==> src/rtl/adc_spi_reader_pkg.sv <==
`default_nettype none
// ============================================================================
//  Module      : adc_pkg
//  Description : Shared types and constants for the Pmod ADC SPI reader.
//  Revision    : 1.0 - initial release
// ============================================================================
package adc_pkg;

    // Frame sequencer states
    typedef enum logic [2:0] {
        IDLE  = 3'd0,
        SETUP = 3'd1,
        LOW   = 3'd2,
        HIGH  = 3'd3,
        HOLD  = 3'd4,
        DONE  = 3'd5
    } state_e;

    localparam int FRAME_BITS  = 16;   // SCLK periods per CS frame
    localparam int SAMPLE_BITS = 12;   // converter resolution
    localparam int LEAD_ZEROS  = 4;    // leading bits discarded from a frame
    localparam int OUT_WIDTH   = 16;   // width of the presented word
    localparam int BIT_CNT_W   = $clog2(FRAME_BITS + 1);

    // Keeps only the sample field of a raw frame
    localparam logic [FRAME_BITS-1:0] SAMPLE_MASK =
        {{LEAD_ZEROS{1'b0}}, {SAMPLE_BITS{1'b1}}};

endpackage
`default_nettype wire

==> src/rtl/adc_spi_reader_if.sv <==
`default_nettype none
// ============================================================================
//  Module      : adc_spi_reader_if
//  Description : SPI pins of the ADC plus the word/ready pair handed to the
//                downstream shift-out stage.
//  Revision    : 1.0 - initial release
// ============================================================================
interface adc_spi_reader_if;
    import adc_pkg::*;

    logic                 adc_cs_no;
    logic                 adc_sclk_o;
    logic                 adc_miso_i;
    logic [OUT_WIDTH-1:0] data_o;
    logic                 data_rdy_o;

    // Reader side: drives the SPI master pins and the result word
    modport master (
        output adc_cs_no,
        output adc_sclk_o,
        output data_o,
        output data_rdy_o,
        input  adc_miso_i
    );

    // ADC / consumer side
    modport slave (
        input  adc_cs_no,
        input  adc_sclk_o,
        input  data_o,
        input  data_rdy_o,
        output adc_miso_i
    );

endinterface
`default_nettype wire

==> src/rtl/adc_spi_reader_tick_gen.sv <==
`default_nettype none
// ============================================================================
//  Module      : tick_gen
//  Description : Modulo-N counter; wrap_o is high on the count N-1 cycle.
//                clear_i forces the count back to 0 on the next edge.
//  Revision    : 1.0 - initial release
// ============================================================================
module tick_gen #(
    parameter int N = 4
) (
    input  wire logic clk_i,
    input  wire logic reset_ni,
    input  wire logic clear_i,
    output logic      wrap_o
);

    localparam int            CW   = (N > 1) ? $clog2(N) : 1;
    localparam logic [CW-1:0] LAST = CW'(N - 1);

    logic [CW-1:0] cnt_q;
    logic [CW-1:0] cnt_d;

    assign wrap_o = (cnt_q == LAST);

    // Next count: clear wins, otherwise wrap at N-1
    always_comb begin
        cnt_d = cnt_q + 1'b1;
        if (clear_i || wrap_o) begin
            cnt_d = '0;
        end
    end

    // Count register
    always_ff @(posedge clk_i or negedge reset_ni) begin
        if (!reset_ni) begin
            cnt_q <= '0;
        end else begin
            cnt_q <= cnt_d;
        end
    end

endmodule
`default_nettype wire

==> src/rtl/adc_spi_reader.sv <==
`default_nettype none
// ============================================================================
//  Module      : adc_spi_reader
//  Description : Periodically reads one 16-SCLK frame from the Pmod ADC,
//                right-justifies the 12-bit sample and presents it with a
//                one-cycle ready pulse.
//                Optional macro ADC_SPI_AVG4_EN: output the truncated mean
//                of four consecutive conversions instead of every sample.
//  Revision    : 1.0 - initial release
// ============================================================================
module adc_spi_reader
    import adc_pkg::*;
#(
    parameter int CLK_DIV       = 4,
    parameter int SAMPLE_PERIOD = 1000
) (
    input  wire logic          clk_i,
    input  wire logic          reset_ni,
    input  wire logic          enable_i,
    adc_spi_reader_if.master   bus,
    output logic               busy_o,
    output logic               overrun_o
);

    state_e                 state_q, state_d;
    logic [BIT_CNT_W-1:0]   bit_cnt_q, bit_cnt_d;
    logic [FRAME_BITS-1:0]  shreg_q, shreg_d;
    logic [OUT_WIDTH-1:0]   data_q, data_d;
    logic                   rdy_q, rdy_d;
    logic                   cs_n_q, cs_n_d;
    logic                   sclk_q, sclk_d;
    logic                   overrun_q, overrun_d;
    logic                   period_tick;
    logic                   phase_wrap;
    logic                   state_change;
    logic                   done_entry;
    logic [FRAME_BITS-1:0]  raw_sample;

`ifdef ADC_SPI_AVG4_EN
    localparam int ACC_W = SAMPLE_BITS + 2;
    logic [ACC_W-1:0] acc_q, acc_d;
    logic [1:0]       fcnt_q, fcnt_d;
    logic [ACC_W-1:0] sum;
`endif

    // Conversion start pacing; runs regardless of enable_i
    tick_gen #(.N(SAMPLE_PERIOD)) u_period (
        .clk_i    (clk_i),
        .reset_ni (reset_ni),
        .clear_i  (1'b0),
        .wrap_o   (period_tick)
    );

    // SCLK half-period timing, restarted on every state transition
    tick_gen #(.N(CLK_DIV)) u_phase (
        .clk_i    (clk_i),
        .reset_ni (reset_ni),
        .clear_i  (state_change),
        .wrap_o   (phase_wrap)
    );

    assign state_change = (state_d != state_q);
    assign done_entry   = (state_d == DONE);
    assign raw_sample   = shreg_q & SAMPLE_MASK;

    // Frame sequencer next-state and shift/bit-count logic
    always_comb begin
        state_d   = state_q;
        bit_cnt_d = bit_cnt_q;
        shreg_d   = shreg_q;
        case (state_q)
            IDLE: begin
                if (period_tick && enable_i) begin
                    state_d   = SETUP;
                    bit_cnt_d = '0;
                end
            end
            SETUP: begin
                if (phase_wrap) state_d = LOW;
            end
            LOW: begin
                if (phase_wrap) state_d = HIGH;
            end
            HIGH: begin
                if (phase_wrap) begin
                    // Last cycle before SCLK falls: capture MISO
                    shreg_d   = {shreg_q[FRAME_BITS-2:0], bus.adc_miso_i};
                    bit_cnt_d = bit_cnt_q + 1'b1;
                    state_d   = (bit_cnt_d == BIT_CNT_W'(FRAME_BITS)) ? HOLD : LOW;
                end
            end
            HOLD: begin
                if (phase_wrap) state_d = DONE;
            end
            DONE: begin
                state_d = IDLE;
            end
            default: begin
                state_d = IDLE;
            end
        endcase
    end

    // Pin levels, overrun flag and result word, derived from the next state
    always_comb begin
        cs_n_d    = !((state_d == SETUP) || (state_d == LOW) || (state_d == HIGH));
        sclk_d    = (state_d != LOW);
        overrun_d = overrun_q | (period_tick && (state_q != IDLE));
        data_d    = data_q;
        rdy_d     = 1'b0;
`ifdef ADC_SPI_AVG4_EN
        acc_d  = acc_q;
        fcnt_d = fcnt_q;
        sum    = acc_q + ACC_W'(raw_sample);
        if (done_entry) begin
            if (fcnt_q == 2'd3) begin
                data_d = {{LEAD_ZEROS{1'b0}}, sum[ACC_W-1:2]};
                rdy_d  = 1'b1;
                acc_d  = '0;
                fcnt_d = 2'd0;
            end else begin
                acc_d  = sum;
                fcnt_d = fcnt_q + 2'd1;
            end
        end
`else
        if (done_entry) begin
            data_d = raw_sample;
            rdy_d  = 1'b1;
        end
`endif
    end

    // State register
    always_ff @(posedge clk_i or negedge reset_ni) begin
        if (!reset_ni) begin
            state_q <= IDLE;
        end else begin
            state_q <= state_d;
        end
    end

    // Datapath and output registers; reset idles the SPI pins at once
    always_ff @(posedge clk_i or negedge reset_ni) begin
        if (!reset_ni) begin
            bit_cnt_q <= '0;
            shreg_q   <= '0;
            data_q    <= '0;
            rdy_q     <= 1'b0;
            cs_n_q    <= 1'b1;
            sclk_q    <= 1'b1;
            overrun_q <= 1'b0;
        end else begin
            bit_cnt_q <= bit_cnt_d;
            shreg_q   <= shreg_d;
            data_q    <= data_d;
            rdy_q     <= rdy_d;
            cs_n_q    <= cs_n_d;
            sclk_q    <= sclk_d;
            overrun_q <= overrun_d;
        end
    end

`ifdef ADC_SPI_AVG4_EN
    // Averaging accumulator and conversion counter
    always_ff @(posedge clk_i or negedge reset_ni) begin
        if (!reset_ni) begin
            acc_q  <= '0;
            fcnt_q <= 2'd0;
        end else begin
            acc_q  <= acc_d;
            fcnt_q <= fcnt_d;
        end
    end
`endif

    assign bus.adc_cs_no  = cs_n_q;
    assign bus.adc_sclk_o = sclk_q;
    assign bus.data_o     = data_q;
    assign bus.data_rdy_o = rdy_q;
    assign busy_o         = (state_q != IDLE);
    assign overrun_o      = overrun_q;

endmodule
`default_nettype wire

==> src/flat_wrapper.sv <==
// flat-port wrapper written by rule: the top's interface ports become plain ports
module adc_spi_reader_flat import adc_pkg::*;
#(
    parameter int CLK_DIV       = 4,
    parameter int SAMPLE_PERIOD = 1000
)
  (clk_i, reset_ni, enable_i, busy_o, overrun_o, bus_adc_cs_no, bus_adc_sclk_o, bus_data_o, bus_data_rdy_o, bus_adc_miso_i);
  adc_spi_reader_if bus_i ();
  input  wire logic clk_i;
  input  wire logic reset_ni;
  input  wire logic enable_i;
  output logic busy_o;
  output logic overrun_o;
  output wire logic [$bits(bus_i.adc_cs_no)-1:0] bus_adc_cs_no;
  output wire logic [$bits(bus_i.adc_sclk_o)-1:0] bus_adc_sclk_o;
  output wire logic [$bits(bus_i.data_o)-1:0] bus_data_o;
  output wire logic [$bits(bus_i.data_rdy_o)-1:0] bus_data_rdy_o;
  input wire logic [$bits(bus_i.adc_miso_i)-1:0] bus_adc_miso_i;
  assign bus_adc_cs_no = bus_i.adc_cs_no;
  assign bus_adc_sclk_o = bus_i.adc_sclk_o;
  assign bus_data_o = bus_i.data_o;
  assign bus_data_rdy_o = bus_i.data_rdy_o;
  assign bus_i.adc_miso_i = bus_adc_miso_i;
  adc_spi_reader #(.CLK_DIV(CLK_DIV), .SAMPLE_PERIOD(SAMPLE_PERIOD)) u_core (.clk_i(clk_i), .reset_ni(reset_ni), .enable_i(enable_i), .bus(bus_i), .busy_o(busy_o), .overrun_o(overrun_o));
endmodule
==> config.mk <==
export PLATFORM = sky130hd
export DESIGN_NAME = adc_spi_reader_flat
export DESIGN_NICKNAME = d
export VERILOG_FILES = /design/src/rtl/adc_spi_reader_pkg.sv /design/src/rtl/adc_spi_reader_if.sv /design/src/rtl/adc_spi_reader_tick_gen.sv /design/src/rtl/adc_spi_reader.sv /design/src/flat_wrapper.sv
export SDC_FILE = /design/constraint.sdc
export NUM_CORES = 1
export LEC_CHECK = 0
export CORE_MARGIN = 2
export CORE_UTILIZATION = 55
export CTS_CLUSTER_SIZE = 28
export DETAILED_ROUTE_END_ITERATION = 7
export GPL_ROUTABILITY_DRIVEN = 0
export PLACE_DENSITY = 0.78
export RECOVER_POWER = 50
export SYNTH_ARGS = -nofsm -noshare
export SYNTH_HDL_FRONTEND = slang
export SYNTH_SLANG_ARGS = --single-unit
==> constraint.sdc <==
create_clock -name clk_i -period 1.9 [get_ports clk_i]
set_input_delay 0.38 -clock clk_i [delete_from_list [all_inputs] [get_ports clk_i]]
set_output_delay 0.38 -clock clk_i [all_outputs]
set_load 0.02 [all_outputs]
## Word-level counts from Yosys, hierarchy flattened

Cells that the tools add are included.

- Bits in registers: 48
- Bits of input ports: 4
- Output and inout port bits: 21
- Logic and storage cells: 53

- Add/subtract/negate cells: 3
- Equal/unequal tests: 15
- Multiplexer cells: 13
- Bitwise operators: 1
- Reductions and logical operators: 11

Operator list:

| cell | number |
|---|---|
| 3-bit two-way mux | 6 |
| 3-bit case mux with 5 select lines | 1 |
| 3-bit by 2-bit equality test with 1-bit output, second input constant | 4 |
| 10-bit by 1-bit adder with 10-bit output, second input constant | 1 |
| 10-bit equality test, second input constant | 1 |
| 10-bit two-way mux | 1 |
| 5-bit two-way mux | 2 |
| 5-bit case mux with 2 select lines | 1 |
| 3-bit by 1-bit equality test with 1-bit output, second input constant | 2 |
| 3-bit equality test, second input constant | 2 |
| 5-bit by 1-bit adder with 5-bit output, second input constant | 1 |
| 5-bit equality test, second input constant | 1 |
| 3-bit logical NOT | 1 |
| 1-bit logical OR | 3 |
| 3-bit by 2-bit inequality test with 1-bit output, second input constant | 1 |
| 3-bit inequality test | 1 |
| 3-bit AND reduction | 1 |
| 3-bit nonzero test | 1 |
| 2-bit by 1-bit adder with 2-bit output, second input constant | 1 |
| 2-bit equality test, second input constant | 1 |
| 1-bit logical AND | 2 |
| 2-bit two-way mux | 1 |
| 2-bit by 1-bit inequality test with 1-bit output, second input constant | 1 |
| 2-bit inequality test, second input constant | 1 |
| other kinds (5) | 5 |

## Logic depth before layout (Yosys ltp)

- Word-level depth: 9
- Depth in mapped cells: 7
- Mapped depth without buffers: 5

## Cells and area by module

A second synthesis with hierarchy kept.

- Cells, all modules: 171
- Area, all modules: 2245.9 um^2

By module, submodules not included:

| module | times used | cells an instance | area an instance (um^2) | sequential area each (um^2) |
|---|---|---|---|---|
| adc_spi_reader | 1 | 115 | 1627.8 | 903.4 |
| tick_gen (u_core.u_period) | 1 | 51 | 533.0 | 250.2 |
| tick_gen (u_core.u_phase) | 1 | 5 | 85.1 | 50.0 |

## Worst setup path before layout

Ideal clock, no wire load.

- Kind: register to register
- Start: register u_core.u_phase.cnt_q[0]
- End: register u_core.bit_cnt_q[2]
- Setup time: 0.124 ns
- Arrival: 1.419 ns
- Data required time: 1.776 ns
- Setup slack: 0.357 ns
- Stages on the path, launching flop included: 7
- Path buffers: 1
- Clock period less this slack: 1.543 ns
- Cell sequence: dfrtp_1 ha_1 buf_2 nand2_1 nor3b_4 a31oi_2 a211o_1

- Cells in the longest elaborated chain, start to end: 3

RTL lines:

| item | RTL line | text |
|---|---|---|
| start, declared | adc_spi_reader_tick_gen.sv:20 | `logic [CW-1:0] cnt_q;` |
| start signal, assigned | adc_spi_reader_tick_gen.sv:38 | `cnt_q <= cnt_d;` |
| 2-bit equality test | adc_spi_reader_tick_gen.sv:23 | `assign wrap_o = (cnt_q == LAST);` |
| 2-bit inequality test (no line) | - |  |
| 3-bit AND reduction (no line) | - |  |
| end signal, assigned | adc_spi_reader.sv:154 | `bit_cnt_q <= bit_cnt_d;` |
| end, declared | adc_spi_reader.sv:26 | `logic [BIT_CNT_W-1:0] bit_cnt_q, bit_cnt_d;` |

Every way passes these cells.
A chain may end at the register's enable or synchronous reset.

## Worst setup path in the final report

- Start: register u_core.state_q[1]
- End: output port busy_o

- Cells in the longest elaborated chain, start to end: 1

RTL lines:

| item | RTL line | text |
|---|---|---|
| start, declared | adc_spi_reader.sv:25 | `state_e state_q, state_d;` |
| start signal, assigned | adc_spi_reader.sv:139 | `state_q <= state_d;` |
| 3-bit nonzero test | adc_spi_reader.sv:181 | `assign busy_o = (state_q != IDLE);` |
| end, declared | flat_wrapper.sv:12 | `output logic busy_o;` |

Every way passes these cells.

==> run metrics <==
Post-synth EDFFs 0; DRT Wirelength 3990 um; area of the multi-input gates 896 sq um; Post-Layout Cell Count 272; RSZ-0062 raised after global routing false; worst-margin pin slew 1.10 ns; Pleak 1.16 nW; Syn. warnings 0; vias in the first global route 1506; initial core utilization 0.581; ranking of synthesized cells by area dfrtp_1, nand2_1, mux2_2, buf_4, dfstp_2; Total Nets Final 231; Mean Syn Cell Area 11.1 sq um; critical path's slowest cell or3_1; Via Count 1516; Post-CTS Hold Fix Bufs 0; post-route clock period utilization 0.941; crit path kind reg -> out; Crit Path Max Fanout 2; status completed; PwrDens 702 mW/mm^2; area share of the largest cell type after synthesis 0.530; I/O pin count 25; Min-Delay Path Class in -> async; r2r endpoint u_core.state_q[1]; drt wl/cell 14.7 um; Period minus WS final 1.79 ns; largest area contributor in the netlist dfrtp_1; Reg2Reg Depth 4; Clock Skew 0.00885 ns; crit-path leading delay family simple AND/OR/NAND/NOR gates; DRT Pass-1 Iters 4; Worst path max stage delay 0.39 ns; Routed Antenna Nets 0; Worst R2R Setup Slack 0.15 ns; synthesized netlist cell count 196; Crit. End Element output port; max_slew headroom 0.267; fraction of registers with async set/reset 1.00; Global Route Usage Sum 0.211; Root Driver clkbuf_8; area delta synth->final 17.3%; hold_ws 0.252 ns; clock latency at the later pin of the worst-skew pair 0.30 ns; DIE AREA 0.00447 sq mm; post-layout power 1.79 mW; worst r2r src u_core.bit_cnt_q[0]; first-pass GRT wire length 6900 um; Worst EP arrival 1.41 ns; Max clock buf depth 2; gr ovfl total 0; Cell Rows 22; die extent in y 66.9 um; ant diodes 0; critical path launch point type flip-flop; placed cell area 0.00246 sq mm; initial antenna violation count 0; Fin Setup TNS 0 ns; flop and latch count out of synthesis 48; max cap viols 0; Post-Syn Area 0.00217 sq mm; Yosys cell types 42; DRC 0; Highest Clock Rate 0.559 GHz; Core ar. 0.00374 sq mm; final instance area 0.00255 sq mm; Clock Pin Slew Worst Setup and Hold Paths 0.09 ns; Final Hold Vio Count 0; # setup viols final 0; Avg Vias per Cell 5.57; VDD IR max 0.623 mV; CTS Sinks 48; post-DP HPWL 2880 um; top_reg_cell synth dfrtp_1; fillers 312; Die X 66.9 um; Port-buffer cells 20; layout cells sized above 1 0.174; Final Max Tran Viols 0; register area share after synthesis 0.554; CP required 1.52 ns; Placed Cells incl. Taps 264; CP cell instances or3_1 > dlygate4sd2_1; CTS tree yes; critical path buffer and inverter count 1; total CTS buffers 5; pin count of the biggest net entering global routing 29; H-Tree Depth 2; DRT iter0 DRCs 85; Reg area 0.00120 sq mm
## worst register-to-register path, stage by stage, from the launching register on
cell	delay [ns]
dfrtp_1	0.45
ha_1	0.30
nor4b_1	0.44
a31oi_1	0.15
o31a_1	0.31
## stage by stage
stage | setup slack (ns) | utilization
6_report | 0.112 | 0.681
5_1_grt | 0.0209 | 0.681
4_1_cts | 0.0959 | 0.685
3_5_place_dp | 0.225 | 0.657
3_3_place_gp | 0.247 | 0.657
2_1_floorplan | 0.357 | -
## cell usage in the layout, fill, tap and decap left out, types with 2 or more instances in the layout
cell type	netlist	routed
a21oi_1	3	3
a22o_1	4	4
and3_1	2	2
buf_4	7	8
clkbuf_1	1	2
clkbuf_8	0	5
clkdlybuf4s50_1	0	18
conb_1	1	4
dfrtp_1	46	46
dfstp_2	2	2
ha_1	4	4
mux2_2	13	13
nand2_1	45	45
nand3_1	6	6
nand4b_1	2	2
nor2_1	10	10
nor2b_1	2	2
nor3_1	4	4
nor3b_1	3	3
nor4b_1	2	2
o21ai_0	5	5
or3_1	2	2
xnor2_1	6	6
xor2_1	2	2
## cell type report
| cell class | instances | share of cell area |
|---|---|---|
| clock buffer | 6 | 0.0285 |
| clock inverter | 2 | 0.0137 |
| inverter | 1 | 0.00147 |
| multi-input combinational | 137 | 0.351 |
| sequential | 48 | 0.472 |
| tap | 48 | 0.0236 |
| timing repair buffer | 30 | 0.109 |
## worst max path at each step
stage	slack [ns]	to	depth (start not counted)	from
after detailed placement	0.22	u_core.bus.adc_cs_no	6	u_core.u_phase.cnt_q[0]
after global routing	0.02	u_core.bus.adc_cs_no	6	u_core.u_phase.cnt_q[0]
final	0.11	busy_o	2	u_core.state_q[1]
after global placement	0.25	busy_o	2	u_core.state_q[1]
after floorplan	0.36	u_core.bit_cnt_q[2]	6	u_core.u_phase.cnt_q[0]
after CTS	0.1	busy_o	2	u_core.state_q[1]
## registers in the layout, summed over array words and instances (netlist names)
signal and flops:
u_core.bus.data_o 12, u_core.shreg_q 12, u_core.u_period.cnt_q 10, u_core.bit_cnt_q 5, u_core.state_q 3, u_core.u_phase.cnt_q 2
u_core.bus.adc_cs_no 1, u_core.bus.adc_sclk_o 1, u_core.bus.data_rdy_o 1, u_core.overrun_o 1
## logic make-up (layout without fill, tap and decap cells)
kind of cell,Yosys count,count (layout),share of synthesized area
xor gates and xnor gates,8,8,0.0322
and+or+nand+nor,87,87,0.212
AOI/OAI and AO/OA,21,21,0.0708
adders and majority gates,4,4,0.0230
muxes,13,13,0.0674
buffers and inverters,14,39,0.0391
DFF,48,48,0.554
other,1,4,0.00173
## power by group
part           switching (mW)  total, mW  internal [mW]  leakage, nW
logic                  0.0310     0.0396        0.00866        0.498
registers             0.00457       1.03           1.03        0.607
clock network           0.328      0.718          0.390       0.0552
total                   0.363       1.79           1.43         1.16
## layer usage
| metal | share of wire | global-route usage |
|---|---|---|
| met1 | 0.42 | 0.268 |
| met2 | 0.51 | 0.340 |
| met3 | 0.043 | 0.0422 |
| met4 | 0.024 | 0.115 |
| met5 | 0 | 0 |
## Yosys cell counts, types with 3 or more instances
library cell,instances
a21oi_1,3
nor3_1,4
mux2_2,13
xnor2_1,6
nand2_1,45
nand3_1,6
buf_2,5
o21ai_0,5
buf_4,7
dfrtp_1,46
ha_1,4
nor2_1,10
nor3b_1,3
a22o_1,4
## timing repair
action,CTS,global route
gates resized for setup,1,0
endpoints found under the setup margin,1,0
setup buffers,0,0
Power figures use the tool's default switching activity.
